--- src/rtl/nonce_scanner.sv ---
// nonce_scanner: walks a nonce range for one mining job, feeds a fixed-latency
// hasher one nonce per cycle, and reports found / exhausted / aborted.
// Optional build macro: NONCE_SCANNER_CONTINUE_EN -- after a found result is
// accepted, resume scanning the same job at the nonce following the hit.
module nonce_scanner #(
    parameter int HASH_LAT = 2
) (
    input  logic         clk,
    input  logic         rst_n,
    // job request
    input  logic         job_valid,
    output logic         job_ready,
    input  logic [255:0] job_midstate,
    input  logic [31:0]  job_merkle,
    input  logic [31:0]  job_time,
    input  logic [31:0]  job_bits,
    input  logic [31:0]  job_nonce_start,
    input  logic [31:0]  job_nonce_end,
    // hasher side
    output logic [255:0] hs_midstate,
    output logic [31:0]  hs_merkle,
    output logic [31:0]  hs_time,
    output logic [31:0]  hs_bits,
    output logic [31:0]  hs_nonce,
    input  logic         hs_found,
    input  logic [255:0] hs_hash,
    // control / result
    input  logic         abort,
    output logic         busy,
    output logic         res_valid,
    input  logic         res_ready,
    output logic [1:0]   res_status,
    output logic [31:0]  res_nonce,
    output logic [255:0] res_hash
);

    typedef enum logic [1:0] {
        S_IDLE,
        S_SCAN,
        S_DRAIN,
        S_REPORT
    } state_t;

    localparam logic [1:0] ST_FOUND     = 2'b01;
    localparam logic [1:0] ST_EXHAUSTED = 2'b10;
    localparam logic [1:0] ST_ABORTED   = 2'b11;

    state_t                     r_state;
    logic [255:0]               r_mid;
    logic [31:0]                r_merkle;
    logic [31:0]                r_time;
    logic [31:0]                r_bits;
    logic [31:0]                r_end;
    logic [31:0]                r_cnt;
    logic [31:0]                r_last;
    logic [HASH_LAT-1:0]        r_pipe_vld;
    logic [HASH_LAT-1:0][31:0]  r_pipe_nonce;
    logic [1:0]                 r_res_status;
    logic [31:0]                r_res_nonce;
    logic [255:0]               r_res_hash;

    logic w_active;
    logic w_tail_vld;
    logic w_hit;
    logic w_issue;
    logic w_rest_vld;

    assign w_active   = (r_state == S_SCAN) || (r_state == S_DRAIN);
    assign w_tail_vld = r_pipe_vld[HASH_LAT-1];
    // hasher outputs only count when the tail tag marks them as ours
    assign w_hit      = w_active && w_tail_vld && hs_found;
    // abort and a hit both stop issue in the cycle they are seen
    assign w_issue    = (r_state == S_SCAN) && !abort && !w_hit;

    // anything still in flight besides the tail being consumed this cycle
    always_comb begin
        w_rest_vld = 1'b0;
        for (int i = 0; i < HASH_LAT - 1; i++)
            w_rest_vld = w_rest_vld | r_pipe_vld[i];
    end

    assign job_ready   = (r_state == S_IDLE);
    assign busy        = w_active;
    assign res_valid   = (r_state == S_REPORT);
    assign hs_midstate = r_mid;
    assign hs_merkle   = r_merkle;
    assign hs_time     = r_time;
    assign hs_bits     = r_bits;
    assign hs_nonce    = r_cnt;
    assign res_status  = r_res_status;
    assign res_nonce   = r_res_nonce;
    assign res_hash    = r_res_hash;

    // scan control FSM, nonce counter and in-flight tag pipe
    always_ff @(posedge clk or negedge rst_n) begin
        if (!rst_n) begin
            r_state      <= S_IDLE;
            r_mid        <= '0;
            r_merkle     <= '0;
            r_time       <= '0;
            r_bits       <= '0;
            r_end        <= '0;
            r_cnt        <= '0;
            r_last       <= '0;
            r_pipe_vld   <= '0;
            r_pipe_nonce <= '0;
            r_res_status <= '0;
            r_res_nonce  <= '0;
            r_res_hash   <= '0;
        end else begin
            // tag pipe advances every cycle; a flush below overrides it
            r_pipe_vld[0]   <= w_issue;
            r_pipe_nonce[0] <= r_cnt;
            for (int i = 1; i < HASH_LAT; i++) begin
                r_pipe_vld[i]   <= r_pipe_vld[i-1];
                r_pipe_nonce[i] <= r_pipe_nonce[i-1];
            end
            if (w_issue) begin
                r_cnt  <= r_cnt + 32'd1;
                r_last <= r_cnt;
            end

            case (r_state)
                S_IDLE: begin
                    if (job_valid) begin
                        r_mid    <= job_midstate;
                        r_merkle <= job_merkle;
                        r_time   <= job_time;
                        r_bits   <= job_bits;
                        r_end    <= job_nonce_end;
                        r_cnt    <= job_nonce_start;
                        r_last   <= job_nonce_start - 32'd1;
                        r_state  <= S_SCAN;
                    end
                end
                S_SCAN, S_DRAIN: begin
                    if (abort) begin
                        r_res_status <= ST_ABORTED;
                        r_res_nonce  <= r_last;
                        r_res_hash   <= '0;
                        r_pipe_vld   <= '0;
                        r_state      <= S_REPORT;
                    end else if (w_hit) begin
                        r_res_status <= ST_FOUND;
                        r_res_nonce  <= r_pipe_nonce[HASH_LAT-1];
                        r_res_hash   <= hs_hash;
                        r_pipe_vld   <= '0;
                        r_state      <= S_REPORT;
                    end else if (r_state == S_SCAN) begin
                        if (r_cnt == r_end)
                            r_state <= S_DRAIN;
                    end else if (!w_rest_vld) begin
                        r_res_status <= ST_EXHAUSTED;
                        r_res_nonce  <= r_end;
                        r_res_hash   <= '0;
                        r_state      <= S_REPORT;
                    end
                end
                S_REPORT: begin
                    if (res_ready) begin
`ifdef NONCE_SCANNER_CONTINUE_EN
                        if (r_res_status == ST_FOUND && r_res_nonce != r_end) begin
                            r_cnt   <= r_res_nonce + 32'd1;
                            r_state <= S_SCAN;
                        end else begin
                            r_state <= S_IDLE;
                        end
`else
                        r_state <= S_IDLE;
`endif
                    end
                end
                default: r_state <= S_IDLE;
            endcase
        end
    end

endmodule

--- config.mk ---
export PLATFORM = sky130hd
export DESIGN_NAME = nonce_scanner
export DESIGN_NICKNAME = d
export VERILOG_FILES = /design/src/rtl/nonce_scanner.sv
export SDC_FILE = /design/constraint.sdc
export NUM_CORES = 1
export LEC_CHECK = 0
export CAP_MARGIN = 25
export CORE_AREA = 5 5 521 523
export CTS_CLUSTER_SIZE = 20
export DETAILED_ROUTE_END_ITERATION = 7
export DIE_AREA = 0 0 526 528
export PLACE_DENSITY = 0.33
export SETUP_SLACK_MARGIN = 0.2
export SLEW_MARGIN = 40
export SYNTH_ARGS = -nofsm -noshare
export SYNTH_HDL_FRONTEND = slang
export SYNTH_SLANG_ARGS = --single-unit
--- constraint.sdc ---
create_clock -name clk -period 2.15 [get_ports clk]
set_input_delay 0.215 -clock clk [delete_from_list [all_inputs] [get_ports clk]]
set_output_delay 0.215 -clock clk [all_outputs]
set_load 0.02 [all_outputs]
# --- After elaboration in Yosys (flattened, before gate mapping) ---
# Cells that the tools add are included.
classes:
  n_eq_ne: 10
  reduce_logical: 12
  add_sub_neg: 2
  mux: 29
op_table:
  columns: ["op", "count"]
  rows:
  - ["2-to-1 mux 256 bit", 4]
  - ["2-to-1 mux 32 bit", 10]
  - ["adder 32 x 1 -> 32 bit, second input constant", 1]
  - ["== test 32 bit", 1]
  - ["subtractor 32 x 1 -> 32 bit, second input constant", 1]
  - ["2-to-1 mux 2 bit", 14]
  - ["inequality test 5 bit, second input constant", 2]
  - ["one-hot mux 2 bit (3 select lines)", 1]
  - ["== test 2 bit, second input constant", 2]
  - ["logical AND 1 bit", 4]
  - ["AND reduction 4 bit", 1]
  - ["inequality test 3 x 2 -> 1 bit, second input constant", 1]
  - ["inequality test 3 bit, second input constant", 1]
  - ["AND reduction 3 bit", 1]
  - ["== test 2 x 1 -> 1 bit, second input constant", 1]
  - ["zero test 1 bit", 2]
  - ["zero test 2 bit", 1]
  - ["inequality test 2 x 1 -> 1 bit, second input constant", 1]
  - ["inequality test 2 bit, second input constant", 1]
  - ["AND reduction 2 bit", 1]
  - ["OR reduction 2 bit", 1]
  - ["logical OR 1 bit", 1]
word_totals:
  wordCells: 67
  regBits: 806

# --- Depth between registers and ports, before layout ---
depth:
  word_depth: 9
  ltp_mapped: 9

# --- Least setup slack after synthesis ---
# No wires, ideal clock.
synth_timing:
  kind: "register -> register"
  startpoint: "register r_state[0]"
  endpoint: "register r_cnt[31], in the netlist hs_nonce[31]"
  arrival_time_ns: 2.355
  setup_ns: 0.069
  setup_slack_ns: -0.274
  synth_period_minus_slack_ns: 2.424
  n_path_buf: 1
  stages_incl_launch_ff: 9
  path_cell_list: "dfrtp_1 inv_1 ha_1 buf_4 and3_4 nor4_4 nand3_4 or4_1 nand3_1"
synth_between:
  elab_chain_cells: 9
  word_cells_on_any_way: 12
  cone_classes: "eq/ne (2); mux (3); reduce/logical (7)"
synth_lines:
  columns: ["element", "line_no", "rtl"]
  rows:
  - ["start, declared", "48", "state_t r_state;"]
  - ["start signal, assigned", "97", "r_state <= S_IDLE;"]
  - ["start signal, assigned", "133", "r_state <= S_SCAN;"]
  - ["start signal, assigned", "142", "r_state <= S_REPORT;"]
  - ["== test 2 x 1 -> 1 bit or == test 2 bit (tied branches)", "68", "assign w_active = (r_state == S_SCAN) || (r_state == S_DRAIN);"]
  - ["logical OR 1 bit (*)", "68", null]
  - ["named net busy", "29", "output logic busy,"]
  - ["logical AND 1 bit (*) (2 in series)", "71", "assign w_hit = w_active && w_tail_vld && hs_found;"]
  - ["zero test 1 bit (*)", "73", "assign w_issue = (r_state == S_SCAN) && !abort && !w_hit;"]
  - ["logical AND 1 bit (*)", "73", null]
  - ["2-to-1 mux 32 bit (*)", "118", "if (w_issue) begin"]
  - ["2-to-1 mux 32 bit", "125", "if (job_valid) begin"]
  - ["2-to-1 mux 32 bit (*)", "123", "case (r_state)"]
  - ["end signal, assigned", "119", "r_cnt <= r_cnt + 32'd1;"]
  - ["end signal, assigned", "131", "r_cnt <= job_nonce_start;"]
  - ["end, declared", "54", "logic [31:0] r_cnt;"]
# The timed path passes the listed nets; every way through them passes the cells marked *.
# A chain may end at the register's enable or synchronous reset.

# --- Final worst setup path ---
layout_timing:
  startpoint: "register r_state[1]"
  endpoint: "register r_cnt[29], in the netlist hs_nonce[29]"
layout_between:
  elab_chain_cells: 9
  word_cells_on_any_way: 12
  cone_classes: "eq/ne (2); mux (3); reduce/logical (7)"
layout_lines:
  columns: ["element", "line_no"]
  rows:
  - ["== test 2 x 1 -> 1 bit or == test 2 bit (tied branches)", "68, 73"]
  - ["logical OR 1 bit", "68"]
  - ["logical AND 1 bit (2 in series)", "71"]
  - ["zero test 1 bit", "73"]
  - ["logical AND 1 bit", "73"]
  - ["2-to-1 mux 32 bit", "118"]
  - ["2-to-1 mux 32 bit", "125"]
  - ["2-to-1 mux 32 bit (*)", "123"]
# Every way passes the cells marked *; elsewhere a longest branch is shown, timed or not.

==> metrics <==
outcome finished, final reports clean; commonest cells in the netlist 1,271 x nand2_1, 806 x dfrtp_1, 257 x a22o_1; post-synthesis mux area share 0.006174; root buf cell clkbuf_16; die area 277,700 um2; Chip Width 526 um; synth unique cells 54; Layout Utilization 0.2236; Worst-Margin Slew 0.7968 ns; largest family of logic cells by synthesized area simple AND/OR/NAND/NOR gates; register area share after synthesis 0.6547; Area contributors post-synth dfrtp_1 65%, nand2_1 15%, a22o_1 7.3%; setup violators final 0; Fin Hold WS ~0.098 ns; CTS Buf Count 110; starting density of the core 0.1156; Pre-antenna DRT Iters 5; CP Class flop to flop; number of global-route vias before repair 33,149; CP max FO 4; fmax 480.3 MHz; DRT antenna net count 0; Total GRT Usage 0.1495; drc violations 0; DRT Wirelength ~220 mm; area grow syn2layout 93.41%; Core ar. between 200,000 and 300,000 um2; port bufs roughly 1,400; Rows 190; area share of the largest cell type after synthesis 0.6547; H-tree depth 3; total grt overflow 0; first-pass GRT wire length 291.9 mm; Pwr Density between 1000 and 1500 nW/um2; Yosys reg bits 806; share of cells above drive strength 1 0.1346; Fill cells 28,934; vias around 31,000; Tcrit/Tclk final 0.9683; compound-cell area share of the yosys netlist 0.1021; Worst Setup Start Kind flop; CP endpoint kind flop; CTS Sinks 806; Routed WL per cell about 25 um; Mapped Area 30,810 um2; vias per cell about 3.6; syn avg cell area around 11 um2; Post-synth top flop dfrtp_1; Clock Skew 0.07908 ns; Setup Slack @ Placement -0.2985 ns; clock-pin slew on the worst setup and hold paths 0.06 ns; RSZ-0062 raised after global routing true; Die Ht about 530 um; critical path required time between 2 and 3 ns; leak pwr 27.59 nW; Yosys Warn Count 0; largest net degree at the start of global routing 103; worst skew pair latency just under 0.8 ns; CTS tree built; minimum clock period 2.082 ns; post-synthesis async set-or-reset flop share 1.000; Syn Inst Count around 2,900; Slew Viols, Final 0; xor and xnor area share after synthesis 0.02445; Max rail drop VDD 704.2 uV; final worst slack just under 0.07 ns; Final GP Congestion 0.8707; setup TNS 0 ns; DR top layer met5; antenna violations before repair 65; final hold vios 0; drt initial violations 1,966; met3 routed WL between 15 and 20 mm; Metal-1 WL 88.34 mm; most common cell in the netlist nand2_1; DPL Wire Length 172.1 mm; Syn Nets approximately 3,600; Post-synth EDFFs 0; Hold Crit Class primary input to flop; Worst Path Arrival about 2.7 ns; slew margin rel. 0.4688; nets 5,664; Ports 1,355; WL met2 103.8 mm; adder-cell share of the synthesized area 0.002031; MaxCap Viol Count 0; clock buffer depth 3; Simple-Gate Fraction of Synth Area 0.1862; post-synth top area cell dfrtp_1
## metrics by stage
| step | instance area [um2] | instances | power, mW |
|---|---|---|---|
| 2_1_floorplan | 30880 | 2932 | 37.08 |
| 3_3_place_gp | 50750 | 7907 | 57.73 |
| 3_5_place_dp | 50750 | 7907 | 57.48 |
| 4_1_cts | 59380 | 8614 | 77.35 |
| 5_1_grt | 59560 | 8631 | 80.09 |
| 6_report | 59580 | 8638 | 75.64 |
## power by group
part | leakage, nW | internal [mW] | switching (mW)
clock network | 1.91 | 11.6 | 7.99
logic | 15.3 | 12.3 | 18.8
registers | 10.3 | 20.7 | 4.22
total | 27.6 | 44.7 | 31.0
## worst max-delay path: stages (launching register included)
cell and delay (ns):
dfrtp_1 0.38, inv_2 0.11, ha_4 0.23, and3_4 0.20, nor4_4 0.24, buf_4 0.19, nand3_4 0.09, or4_1 0.42
o211ai_1 0.12
## cell usage in the layout, fill, tap and decap left out, types with 5 or more instances in the layout
cell type	instances
and3_1	14
nor4_2	8
diode_2	18
nand4_1	13
clkdlybuf4s50_1	836
nor3_1	17
o21ai_1	27
nand3_1	16
buf_4	223
o21ai_0	36
a21oi_1	17
bufinv_16	8
xor2_1	51
mux2_2	15
clkdlybuf4s15_2	87
a31oi_1	13
clkinv_2	17
dlygate4sd3_1	491
dfrtp_1	771
clkbuf_1	14
dlygate4sd2_1	355
inv_1	8
nand2_1	1270
inv_6	5
buf_2	22
clkbuf_16	112
xnor2_1	35
nor4_1	19
buf_12	55
a222oi_1	32
clkdlybuf4s15_1	32
nor2_1	29
a22o_1	257
buf_6	9
clkbuf_8	37
dfrtp_2	35
## layout make-up
class / count / area (um2) / area share
diodes: 18 / 45.04 / 0.0007560
clock buffers: 161 / 3314 / 0.05563
clock inverters: 38 / 541.8 / 0.009093
inverters: 11 / 46.29 / 0.0007770
multi-input cells: 1929 / 10030 / 0.1683
flip-flops and latches: 806 / 20210 / 0.3392
well taps: 3552 / 4444 / 0.07459
repair buffers: 2123 / 20950 / 0.3516
## routing by layer
metal | global-route usage | up-vias
met1 | 0.1807 | 15448
met5 | 0 | -
li1 | - | 13904
met4 | 0.03843 | 28
met2 | 0.2546 | 1324
met3 | 0.05001 | 259
## logic make-up (layout without fill, tap and decap cells)
family	Yosys count	count (layout)
fa+ha+maj	5	5
simple gates	1425	1425
mux	17	17
compound gates	396	396
other cells	0	18
buf+inv	197	2333
xor+xnor	86	86
flops	806	806
## path summary, 6_finish.rpt
check / startpoint / endpoint / slack, ns / cells past startpoint
setup reg to reg: r_state[1] / hs_nonce[29] / 0.07 / 8
hold reg to reg: r_pipe_nonce[6] / r_pipe_nonce[38] / 0.32 / 0
max in group asynchronous: rst_n / res_nonce[24] / 1.11 / 5
min in group asynchronous: rst_n / res_hash[92] / 0.19 / 3
setup / recovery: r_state[1] / hs_nonce[29] / 0.07 / 8
hold / removal: job_time[28] / hs_time[28] / 0.1 / 3
## timing repair
action                      CTS  global route
hold endpoints to repair   1084             0
gates cloned                  1             2
hold buffers                491             0
pin swaps                    32            16
setup buffers                16             4
resized for setup           883            30
setup endpoints to repair   968           498
Note: power is estimated with default switching activity, not from simulation.
